File: config.mk
export PLATFORM = sky130hd
export DESIGN_NAME = tick_monitor
export DESIGN_NICKNAME = d
export VERILOG_FILES = /design/src/rtl/tick_monitor.sv
export SDC_FILE = /design/constraint.sdc
export NUM_CORES = 1
export LEC_CHECK = 0
export ABC_AREA = 0
export BUFFER_PORTS_ARGS = -buffer_cell sky130_fd_sc_hd__buf_2
export CORE_AREA = 5 5 92 94
export DETAILED_ROUTE_END_ITERATION = 12
export DIE_AREA = 0 0 97 99
export SYNTH_ARGS = -nofsm -noshare
export SYNTH_HDL_FRONTEND = slang
export SYNTH_SLANG_ARGS = --single-unit
File: constraint.sdc
create_clock -name clock -period 5.5 [get_ports clock]
set_clock_uncertainty 0.1 [all_clocks]
set_input_delay 0.55 -clock clock [delete_from_list [all_inputs] [get_ports clock]]
set_output_delay 0.55 -clock clock [all_outputs]
set_load 0.03 [all_outputs]
File: src/rtl/tick_monitor.sv
// Tick period monitor: measures intervals between tick pulses, locks after LOCK_CNT in-range
// periods, and flags timeouts and faults. Optional min/max statistics under TICK_MONITOR_STATS_EN.
module tick_monitor #(
  parameter int BIT_SZ   = 16,
  parameter int EXPECTED = 501,
  parameter int TOL      = 2,
  parameter int LOCK_CNT = 4
) (
  input  logic              clock,
  input  logic              reset,
  input  logic              tick,
  input  logic              enable,
  input  logic              clear_fault,
  output logic [BIT_SZ-1:0] period,
  output logic              period_valid,
  output logic              locked,
  output logic              fault,
  output logic              miss,
  output logic [BIT_SZ-1:0] min_period,
  output logic [BIT_SZ-1:0] max_period
);

  localparam int GW = (LOCK_CNT < 2) ? 1 : $clog2(LOCK_CNT + 1);
  localparam logic [BIT_SZ:0] HI_LIM = (BIT_SZ+1)'(EXPECTED + TOL);
  localparam logic [BIT_SZ:0] LO_LIM = (BIT_SZ+1)'((EXPECTED > TOL) ? (EXPECTED - TOL) : 0);
  localparam logic [GW-1:0]   LOCK_GOAL = GW'(LOCK_CNT);

  typedef enum logic [1:0] {
    ST_IDLE    = 2'd0,
    ST_MEASURE = 2'd1,
    ST_LOCKED  = 2'd2,
    ST_FAULT   = 2'd3
  } state_t;

  state_t            state_r;
  logic [BIT_SZ-1:0] cnt_r;
  logic [GW-1:0]     good_r;
  logic              missed_r;
  logic [BIT_SZ-1:0] period_r;
  logic              period_valid_r;
  logic              locked_r;
  logic              fault_r;
  logic              miss_r;

  logic [BIT_SZ:0]   meas_s;
  logic              in_range_s;
  logic              miss_hit_s;
  logic              meas_take_s;
  logic [GW-1:0]     good_next_s;

  // Measured period is judged one bit wider so a saturated counter cannot wrap into range
  assign meas_s      = {1'b0, cnt_r} + {{BIT_SZ{1'b0}}, 1'b1};
  assign in_range_s  = (meas_s >= LO_LIM) && (meas_s <= HI_LIM);
  assign good_next_s = good_r + {{(GW-1){1'b0}}, 1'b1};
  assign meas_take_s = enable && !clear_fault && tick && (state_r != ST_IDLE);
  assign miss_hit_s  = ({1'b0, cnt_r} == HI_LIM) && !tick && !missed_r &&
                       ((state_r == ST_MEASURE) || (state_r == ST_LOCKED));

  // Interval counter, lock/fault state machine and registered strobes
  always_ff @(posedge clock or posedge reset) begin
    if (reset) begin
      state_r        <= ST_IDLE;
      cnt_r          <= {BIT_SZ{1'b0}};
      good_r         <= {GW{1'b0}};
      missed_r       <= 1'b0;
      period_r       <= {BIT_SZ{1'b0}};
      period_valid_r <= 1'b0;
      locked_r       <= 1'b0;
      fault_r        <= 1'b0;
      miss_r         <= 1'b0;
    end else if (!enable) begin
      period_valid_r <= 1'b0;
      miss_r         <= 1'b0;
    end else begin
      period_valid_r <= 1'b0;
      miss_r         <= 1'b0;
      if (clear_fault) begin
        state_r  <= ST_IDLE;
        cnt_r    <= {BIT_SZ{1'b0}};
        good_r   <= {GW{1'b0}};
        missed_r <= 1'b0;
        locked_r <= 1'b0;
        fault_r  <= 1'b0;
      end else if (tick) begin
        cnt_r    <= {BIT_SZ{1'b0}};
        missed_r <= 1'b0;
        if (meas_take_s) begin
          period_r       <= meas_s[BIT_SZ-1:0];
          period_valid_r <= 1'b1;
        end
        case (state_r)
          ST_IDLE: state_r <= ST_MEASURE;
          ST_MEASURE: begin
            if (!in_range_s) begin
              good_r <= {GW{1'b0}};
            end else if (good_next_s >= LOCK_GOAL) begin
              good_r   <= {GW{1'b0}};
              state_r  <= ST_LOCKED;
              locked_r <= 1'b1;
            end else begin
              good_r <= good_next_s;
            end
          end
          ST_LOCKED: begin
            if (!in_range_s) begin
              state_r  <= ST_FAULT;
              locked_r <= 1'b0;
              fault_r  <= 1'b1;
            end
          end
          ST_FAULT: state_r <= ST_FAULT;
          default: begin
            state_r  <= ST_IDLE;
            locked_r <= 1'b0;
            fault_r  <= 1'b0;
          end
        endcase
      end else begin
        if (cnt_r != {BIT_SZ{1'b1}}) begin
          cnt_r <= cnt_r + {{(BIT_SZ-1){1'b0}}, 1'b1};
        end
        if (miss_hit_s) begin
          miss_r   <= 1'b1;
          missed_r <= 1'b1;
          if (state_r == ST_MEASURE) begin
            good_r <= {GW{1'b0}};
          end else begin
            state_r  <= ST_FAULT;
            locked_r <= 1'b0;
            fault_r  <= 1'b1;
          end
        end
      end
    end
  end

  assign period       = period_r;
  assign period_valid = period_valid_r;
  assign locked       = locked_r;
  assign fault        = fault_r;
  assign miss         = miss_r;

`ifdef TICK_MONITOR_STATS_EN
  logic [BIT_SZ-1:0] min_r;
  logic [BIT_SZ-1:0] max_r;
  logic              seen_r;

  // Extremes of all periods since reset or clear_fault; the first period loads both
  always_ff @(posedge clock or posedge reset) begin
    if (reset) begin
      min_r  <= {BIT_SZ{1'b0}};
      max_r  <= {BIT_SZ{1'b0}};
      seen_r <= 1'b0;
    end else if (enable && clear_fault) begin
      seen_r <= 1'b0;
    end else if (meas_take_s) begin
      seen_r <= 1'b1;
      if (!seen_r || (meas_s[BIT_SZ-1:0] < min_r)) begin
        min_r <= meas_s[BIT_SZ-1:0];
      end
      if (!seen_r || (meas_s[BIT_SZ-1:0] > max_r)) begin
        max_r <= meas_s[BIT_SZ-1:0];
      end
    end else begin
      seen_r <= seen_r;
    end
  end

  assign min_period = min_r;
  assign max_period = max_r;
`else
  assign min_period = {BIT_SZ{1'b0}};
  assign max_period = {BIT_SZ{1'b0}};
`endif

endmodule

==> results of run 1 <==
## placed cells by master, fill, tap and decap left out, types with 3 or more instances in the layout
master and n:
nand4_1 4, nand2_1 25, nor4_1 3, buf_4 3
clkbuf_8 6, o31ai_1 10, dfrtp_1 42, ha_1 8
conb_1 32, xor2_1 6, nand3_1 7, inv_1 10
o21ai_0 22, buf_2 24, and3_1 3, nor3_1 4
xnor2_1 10, a21oi_1 22, nor2_1 31
## layout make-up
class                      count  area [µm²]  share of cell area, %
clock inverter                 2        12.5                  0.445
clock buffer                   6        82.6                   2.94
tap                          102         128                   4.54
multi-input combinational    226        1360                   48.3
sequential                    42        1050                   37.4
timing repair buffer          27         143                   5.07
inverter                      10        37.5                   1.34
## sequential cells by signal (all words and copies together), names as in the netlist
register      flops
cnt_r            16
period           16
good_r            3
state_r           2
fault             1
locked            1
miss              1
missed_r          1
period_valid      1
## per-layer routing
layer / vias up / track usage (%)
met3: 2 / 2.62
li1: 991 / -
met4: 0 / 2.48
met1: 970 / 15.4
met2: 50 / 19.5
met5: - / 0
## metrics by stage
| step | utilization (%) | cells | setup slack, ns | hold WS, ns |
|---|---|---|---|---|
| 2_1_floorplan | - | 328 | 2.84 | 0.351 |
| 3_3_place_gp | 35.9 | 407 | 2.08 | 0.368 |
| 3_5_place_dp | 35.9 | 407 | 1.85 | 0.376 |
| 4_1_cts | 37.2 | 415 | 1.86 | 0.296 |
| 5_1_grt | 37.2 | 415 | 1.50 | 0.337 |
| 6_report | 37.2 | 415 | 1.83 | 0.278 |
## worst reg2reg max path: cells and delay by family (launching register included)
| kind | cells | cell delay (ns) |
|---|---|---|
| simple gates | 4 | 1.11 |
| compound gates | 2 | 1.04 |
| flops | 1 | 0.56 |
| fa+ha+maj | 1 | 0.42 |
| buf+inv | 1 | 0.31 |
## kinds of logic (layout without fill, tap and decap cells)
| logic type | Yosys count | in the layout | share of synthesized area, % |
|---|---|---|---|
| AO/OA/AOI/OAI | 70 | 70 | 16.7 |
| XOR/XNOR | 16 | 16 | 5.27 |
| adder cells (fa/ha/maj) | 8 | 8 | 3.76 |
| buffers and inverters | 60 | 45 | 14.0 |
| flip-flops | 42 | 42 | 39.5 |
| multiplexers | 3 | 3 | 1.22 |
| other | 1 | 32 | 0.141 |
| AND/OR/NAND/NOR | 97 | 97 | 19.4 |
## worst paths after layout
| kind | start | to | slack, ns | depth (start not counted) |
|---|---|---|---|---|
| setup / recovery | cnt_r[0]$_DFFE_PP0P_ | cnt_r[0]$_DFFE_PP0P_ | 1.83 | 8 |
| hold / removal | reset | period[9]$_DFFE_PP0P_ | 0.28 | 3 |
| setup reg to reg | cnt_r[0]$_DFFE_PP0P_ | cnt_r[0]$_DFFE_PP0P_ | 1.83 | 8 |
| hold reg to reg | missed_r$_DFFE_PP0P_ | missed_r$_DFFE_PP0P_ | 0.39 | 1 |
| max in group asynchronous | reset | missed_r$_DFFE_PP0P_ | 4.66 | 3 |
| min in group clock | missed_r$_DFFE_PP0P_ | missed_r$_DFFE_PP0P_ | 0.39 | 1 |
## report_power, final
group	switching (mW)	total, mW	internal [mW]
Clock	0.105	0.206	0.101
Sequential	0.0315	0.396	0.365
Combinational	0.220	0.307	0.0869
Total	0.356	0.908	0.552
==> run_results.csv, run 1 <==
group,metric,value,unit
setup_path,slowest_delay,0.94,ns
finish,area_delta_synth_final,5.74,%
setup_path,cp_max_fo,11,
clock_tree,cts_root_buffer,"clkbuf_8",
drt,drt_pass1_iterations,5,
clock_tree,holdBufCountCts,0,
synth,async_reset_ff_share,100,%
global_route,grt_pass1_wl,9360,µm
finish,stdcell_area,0.00281,mm²
synth,synth-seq-area-share,39.5,%
clock_tree,cts_tree,"done",
clock_tree,htreeDepth,2,
setup_path,end_kind,"flop",
synth,yosysMostFrequentCell,"dfrtp_1",
synth,postSynthAreaPerCell,8.95,µm²
drt,first_iter_violations,112,
drt,ant_nets,0,
clock_tree,clockBufferDepth,2,
setup_path,critPathSlowestCell,"o31ai_1",
synth,synthDistinctLibCells,53,
finish,fin_nets,325,
global_route,antenna_found_initial,0,
timing,setup_viol,0,
finish,drive_gt1_share,16.6,%
finish,fill_cells,770,
synth,syn_inst,297,
die,die_y,99,µm
global_route,grt_max_degree,43,
timing,fmax,0.272,GHz
drt,drc,0,
drt,dr_total_vias,2013,
drt,wl_met3,268,µm
synth,syn_area,0.00266,mm²
timing,slew_headroom,24.2,%
drt,drt-total-wl,5590,µm
timing,grt_setup_unrepaired,"false",
timing,hold_violations,0,
placed_design,finalWeightedCongestion,0.897,
placed_design,place_area,0.00272,mm²
global_route,grt_pass1_vias,1947,
timing,fin_tns_setup,0,ns
power,powerDensity,323,mW/mm²
synth,synth_top_area_cell,"dfrtp_1",
power,leakage,1.26,nW
setup_path,arrival,3.73,ns
drt,top_layer_used,"met4",
setup_path,critPathBufInv,1,
synth,ys.flop_type,"dfrtp_1",
die,io_pins,57,
timing,slew_violations,0,
synth,synth_edf_count,0,
setup_path,worst_setup_path_start_kind,"flop",
outcome,status,"complete, no violations",
setup_path,cp_common_cell,"nand3_1",
drt,drt-wirelength-per-cell,13.5,µm
clock_tree,clk_pin_slew,0.08,ns
timing,period_minus_slack,3.67,ns
synth,ys_top_cells_by_area,"dfrtp_1 40%, buf_4 10%, nor2_1 4.4%, a21oi_1 4.1%, o21ai_0 4.1%",
clock_tree,cts_resized,0,
power,power.total,0.908,mW
job,drv_cap,0,
timing,tightest_slew,1.13,ns
setup_path,critical_path.cell_chain,"ha_1 -> nand3_1 -> nor4_4 -> nand3_1 -> o31ai_1 -> buf_4 -> or2_2 -> o21ai_0",
die,core_area,0.00757,mm²
finish,n_antenna_cell,0,
die,fp.dieW,97,µm
setup_path,critPathKind,"reg2reg",
die,start_util,35.1,%
setup_path,crit_family,"simple AND/OR/NAND/NOR gates",
global_route,gr-usage-all-layers,11.6,%
timing,post-route-period-util,66.8,%
synth,yosysWarnings,0,
die,die_area,0.00960,mm²
drt,wl_met2,2760,µm
clock_tree,insertion_delay,0.29,ns
synth,synth_top_cell_area_share,39.5,%
placed_design,portBuffers,24,
power,peakVddDrop,128,µV
setup_path,cp.required,5.56,ns
drt,via_per_inst,4.85,
clock_tree,cts_setup_buffers,0,
global_route,overflow,0,
synth,synth_common_cells,"42 x dfrtp_1, 37 x buf_4, 31 x nor2_1",
drt,wl_met1,2540,µm
placed_design,post-dp-hpwl,4110,µm
min_path,holdCritPathClass,"in2async",
clock_tree,cts_made_buffers,5,
clock_tree,clkSinkCount,42,
die,rows,32,
synth,synth-seq-cells,42,
No activity file was read; power rests on OpenSTA's default activity.
==> run 2: changes to the inputs <==
--- a/config.mk
+++ b/config.mk
@@ -5,11 +5,11 @@
 export SDC_FILE = /design/constraint.sdc
 export NUM_CORES = 1
 export LEC_CHECK = 0
-export ABC_AREA = 0
+export ABC_AREA = 1
 export BUFFER_PORTS_ARGS = -buffer_cell sky130_fd_sc_hd__buf_2
-export CORE_AREA = 5 5 92 94
+export CORE_AREA = 5 5 93 95
 export DETAILED_ROUTE_END_ITERATION = 12
-export DIE_AREA = 0 0 97 99
+export DIE_AREA = 0 0 98 100
 export SYNTH_ARGS = -nofsm -noshare
 export SYNTH_HDL_FRONTEND = slang
 export SYNTH_SLANG_ARGS = --single-unit
==> constraint.sdc (replaced) <==
create_clock -name clock -period 3.3 [get_ports clock]
set_clock_uncertainty 0.1 [all_clocks]
set_input_delay 0.33 -clock clock [delete_from_list [all_inputs] [get_ports clock]]
set_output_delay 0.33 -clock clock [all_outputs]
set_load 0.03 [all_outputs]
==> run_results.csv, run 2 <==
group,metric,value,unit
clock_tree,cts_resized,0,
setup_path,slowest_delay,0.55,ns
power,p_sw_share,35.3,%
die,start_util,35.1,%
drt,first_iter_violations,85,
clock_tree,htreeDepth,2,
setup_path,cp.required,3.36,ns
clock_tree,holdBufCountCts,0,
global_route,grt_pass1_vias,2216,
drt,drc,0,
setup_path,critPathSlowestCell,"nand2_1",
global_route,gr-usage-all-layers,13.2,%
setup_path,cp_max_fo,16,
global_route,antenna_found_initial,0,
synth,synth_common_cells,"92 x nand2_1, 42 x dfrtp_1, 41 x inv_1",
global_route,grt_pass1_wl,10400,µm
die,fp.dieW,98,µm
outcome,status,"complete, no violations",
timing,fin_tns_setup,0,ns
timing,setup_slack,0.657,ns
clock_tree,clkSinkCount,42,
clock_tree,cts_tree,"done",
finish,final_common_cell,"nand2_1",
timing,slew_violations,0,
drt,dr_total_vias,2306,
timing,slew_headroom,42.0,%
clock_tree,insertion_delay,0.30,ns
power,p_switching,0.436,mW
power,p_int,0.800,mW
setup_path,critical_path.cell_chain,"ha_1 -> nand2_2 -> nor2_4 -> nand4_1 -> o21ai_2 -> inv_1 -> nand2_1 -> o21ai_0",
power,p_comb_share,24.3,%
placed_design,portBuffers,24,
die,die_y,100,µm
synth,syn_area,0.00268,mm²
synth,syn_inst,357,
global_route,overflow,0,
timing,fmax,0.378,GHz
synth,synth-seq-area-share,39.2,%
drt,via_per_inst,4.74,
synth,yosysWarnings,0,
power,seq_power_share,47.3,%
placed_design,place_area,0.00279,mm²
power,clkPwrFrac,28.4,%
die,rows,32,
placed_design,placedCellCount,478,
finish,area_delta_synth_final,7.56,%
setup_path,arrival,2.70,ns
die,core_area,0.00765,mm²
synth,async_reset_ff_share,100,%
setup_path,end_kind,"flop",
clock_tree,clk_pin_slew,0.08,ns
drt,drt_pass1_iterations,6,
power,peakVddDrop,154,µV
timing,hold_violations,0,
synth,ys.flop_type,"dfrtp_1",
drt,drt-wirelength-per-cell,13.1,µm
synth,synth_top_cell_area_share,39.2,%
power,leakage,1.45,nW
finish,drive_gt1_share,13.3,%
setup_path,worst_setup_path_start_kind,"flop",
clock_tree,cts_root_buffer,"clkbuf_8",
power,powerDensity,428,mW/mm²
finish,stdcell_area,0.00288,mm²
synth,synth_top_area_cell,"dfrtp_1",
placed_design,post-dp-hpwl,4730,µm
synth,ys_top_cells_by_area,"dfrtp_1 39%, nand2_1 13%, buf_4 9.0%, inv_1 5.7%, nor2_1 4.9%",
synth,yosysMostFrequentCell,"nand2_1",
clock_tree,cts_setup_buffers,0,
die,io_pins,57,
timing,period_minus_slack,2.64,ns
setup_path,critPathKind,"reg2reg",
drt,drt-total-wl,6360,µm
job,drv_cap,0,
min_path,holdCritPathClass,"in2async",
clock_tree,cts_made_buffers,5,
synth,postSynthAreaPerCell,7.51,µm²
timing,hold-worst-slack,0.0518,ns
finish,layout_common_cells,"92 x nand2_1, 42 x dfrtp_1, 40 x inv_1",
timing,tightest_slew,0.869,ns
placed_design,dp_slack,0.729,ns
drt,ant_nets,0,
global_route,grt_max_degree,43,
finish,stdcell_count,486,
die,die_area,0.00980,mm²
synth,synthDistinctLibCells,30,
placed_design,finalWeightedCongestion,0.896,
finish,n_antenna_cell,0,
clock_tree,clockBufferDepth,2,
synth,synth-seq-cells,42,
synth,synth_edf_count,0,
timing,grt_setup_unrepaired,"false",
finish,fin_nets,396,
timing,post-route-period-util,80.1,%
timing,setup_viol,0,
run 2: area by class of cell:
cell class / count / area (µm²)
fillers: 835 / 4760
multi-input cells: 267 / 1330
flip-flops and latches: 42 / 1050
inverters: 42 / 158
repair buffers: 25 / 128
well taps: 102 / 128
clock buffers: 7 / 86.3
clock inverters: 1 / 5.00
run 2: cell families after synthesis:
family	Yosys count	synth area share, %
AOI/OAI and AO/OA	45	9.38
xor gates and xnor gates	3	1.26
adders and majority gates	8	3.73
buffers and inverters	79	15.6
DFF	42	39.2
muxes	1	0.373
other	1	0.140
and+or+nand+nor	178	30.3
run 2: stage by stage:
step / total power [mW] / utilization, %
floorplan: 0.852 / -
global placement: 0.893 / 36.5
finish: 1.24 / 37.7
global route: 1.31 / 37.7
detailed placement: 0.899 / 36.5
CTS: 1.26 / 37.7
run 2: per-layer routing:
layer  track usage [%]  vias to the layer above  part of all wire [%]
met2              23.0                       81                    48
met5                 0                        -                     0
met1              16.2                     1077                    44
li1                  -                     1137                     -
met4              5.54                        0                   2.2
met3              2.02                       11                   5.6
run 2: critical path, delay by kind of cell, from the launching register on:
kind,cells,cell delay (ns)
simple gates,4,0.97
flops,1,0.47
compound gates,2,0.42
buf+inv,1,0.29
fa+ha+maj,1,0.25
run 2: power by group through the flow:
stage / clock [mW] / sequential (mW) / combinational, mW
6_report: 0.351 / 0.584 / 0.300
3_5_place_dp: 0 / 0.595 / 0.303
3_3_place_gp: 0 / 0.594 / 0.299
5_1_grt: 0.391 / 0.590 / 0.330
4_1_cts: 0.372 / 0.586 / 0.304
2_1_floorplan: 0 / 0.665 / 0.187
run 2: final timing paths:
path	startpoint	endpoint	slack, ns	depth (start not counted)
setup reg to reg	cnt_r[0]$_DFFE_PP0P_	cnt_r[4]$_DFFE_PP0P_	0.66	8
setup / recovery	cnt_r[0]$_DFFE_PP0P_	cnt_r[4]$_DFFE_PP0P_	0.66	8
min in group clock	clear_fault	fault$_DFFE_PP0P_	0.20	2
max in group asynchronous	reset	period[9]$_DFFE_PP0P_	2.67	3
hold reg to reg	locked$_DFFE_PP0P_	locked$_DFFE_PP0P_	0.37	2
hold / removal	reset	period[2]$_DFFE_PP0P_	0.05	3
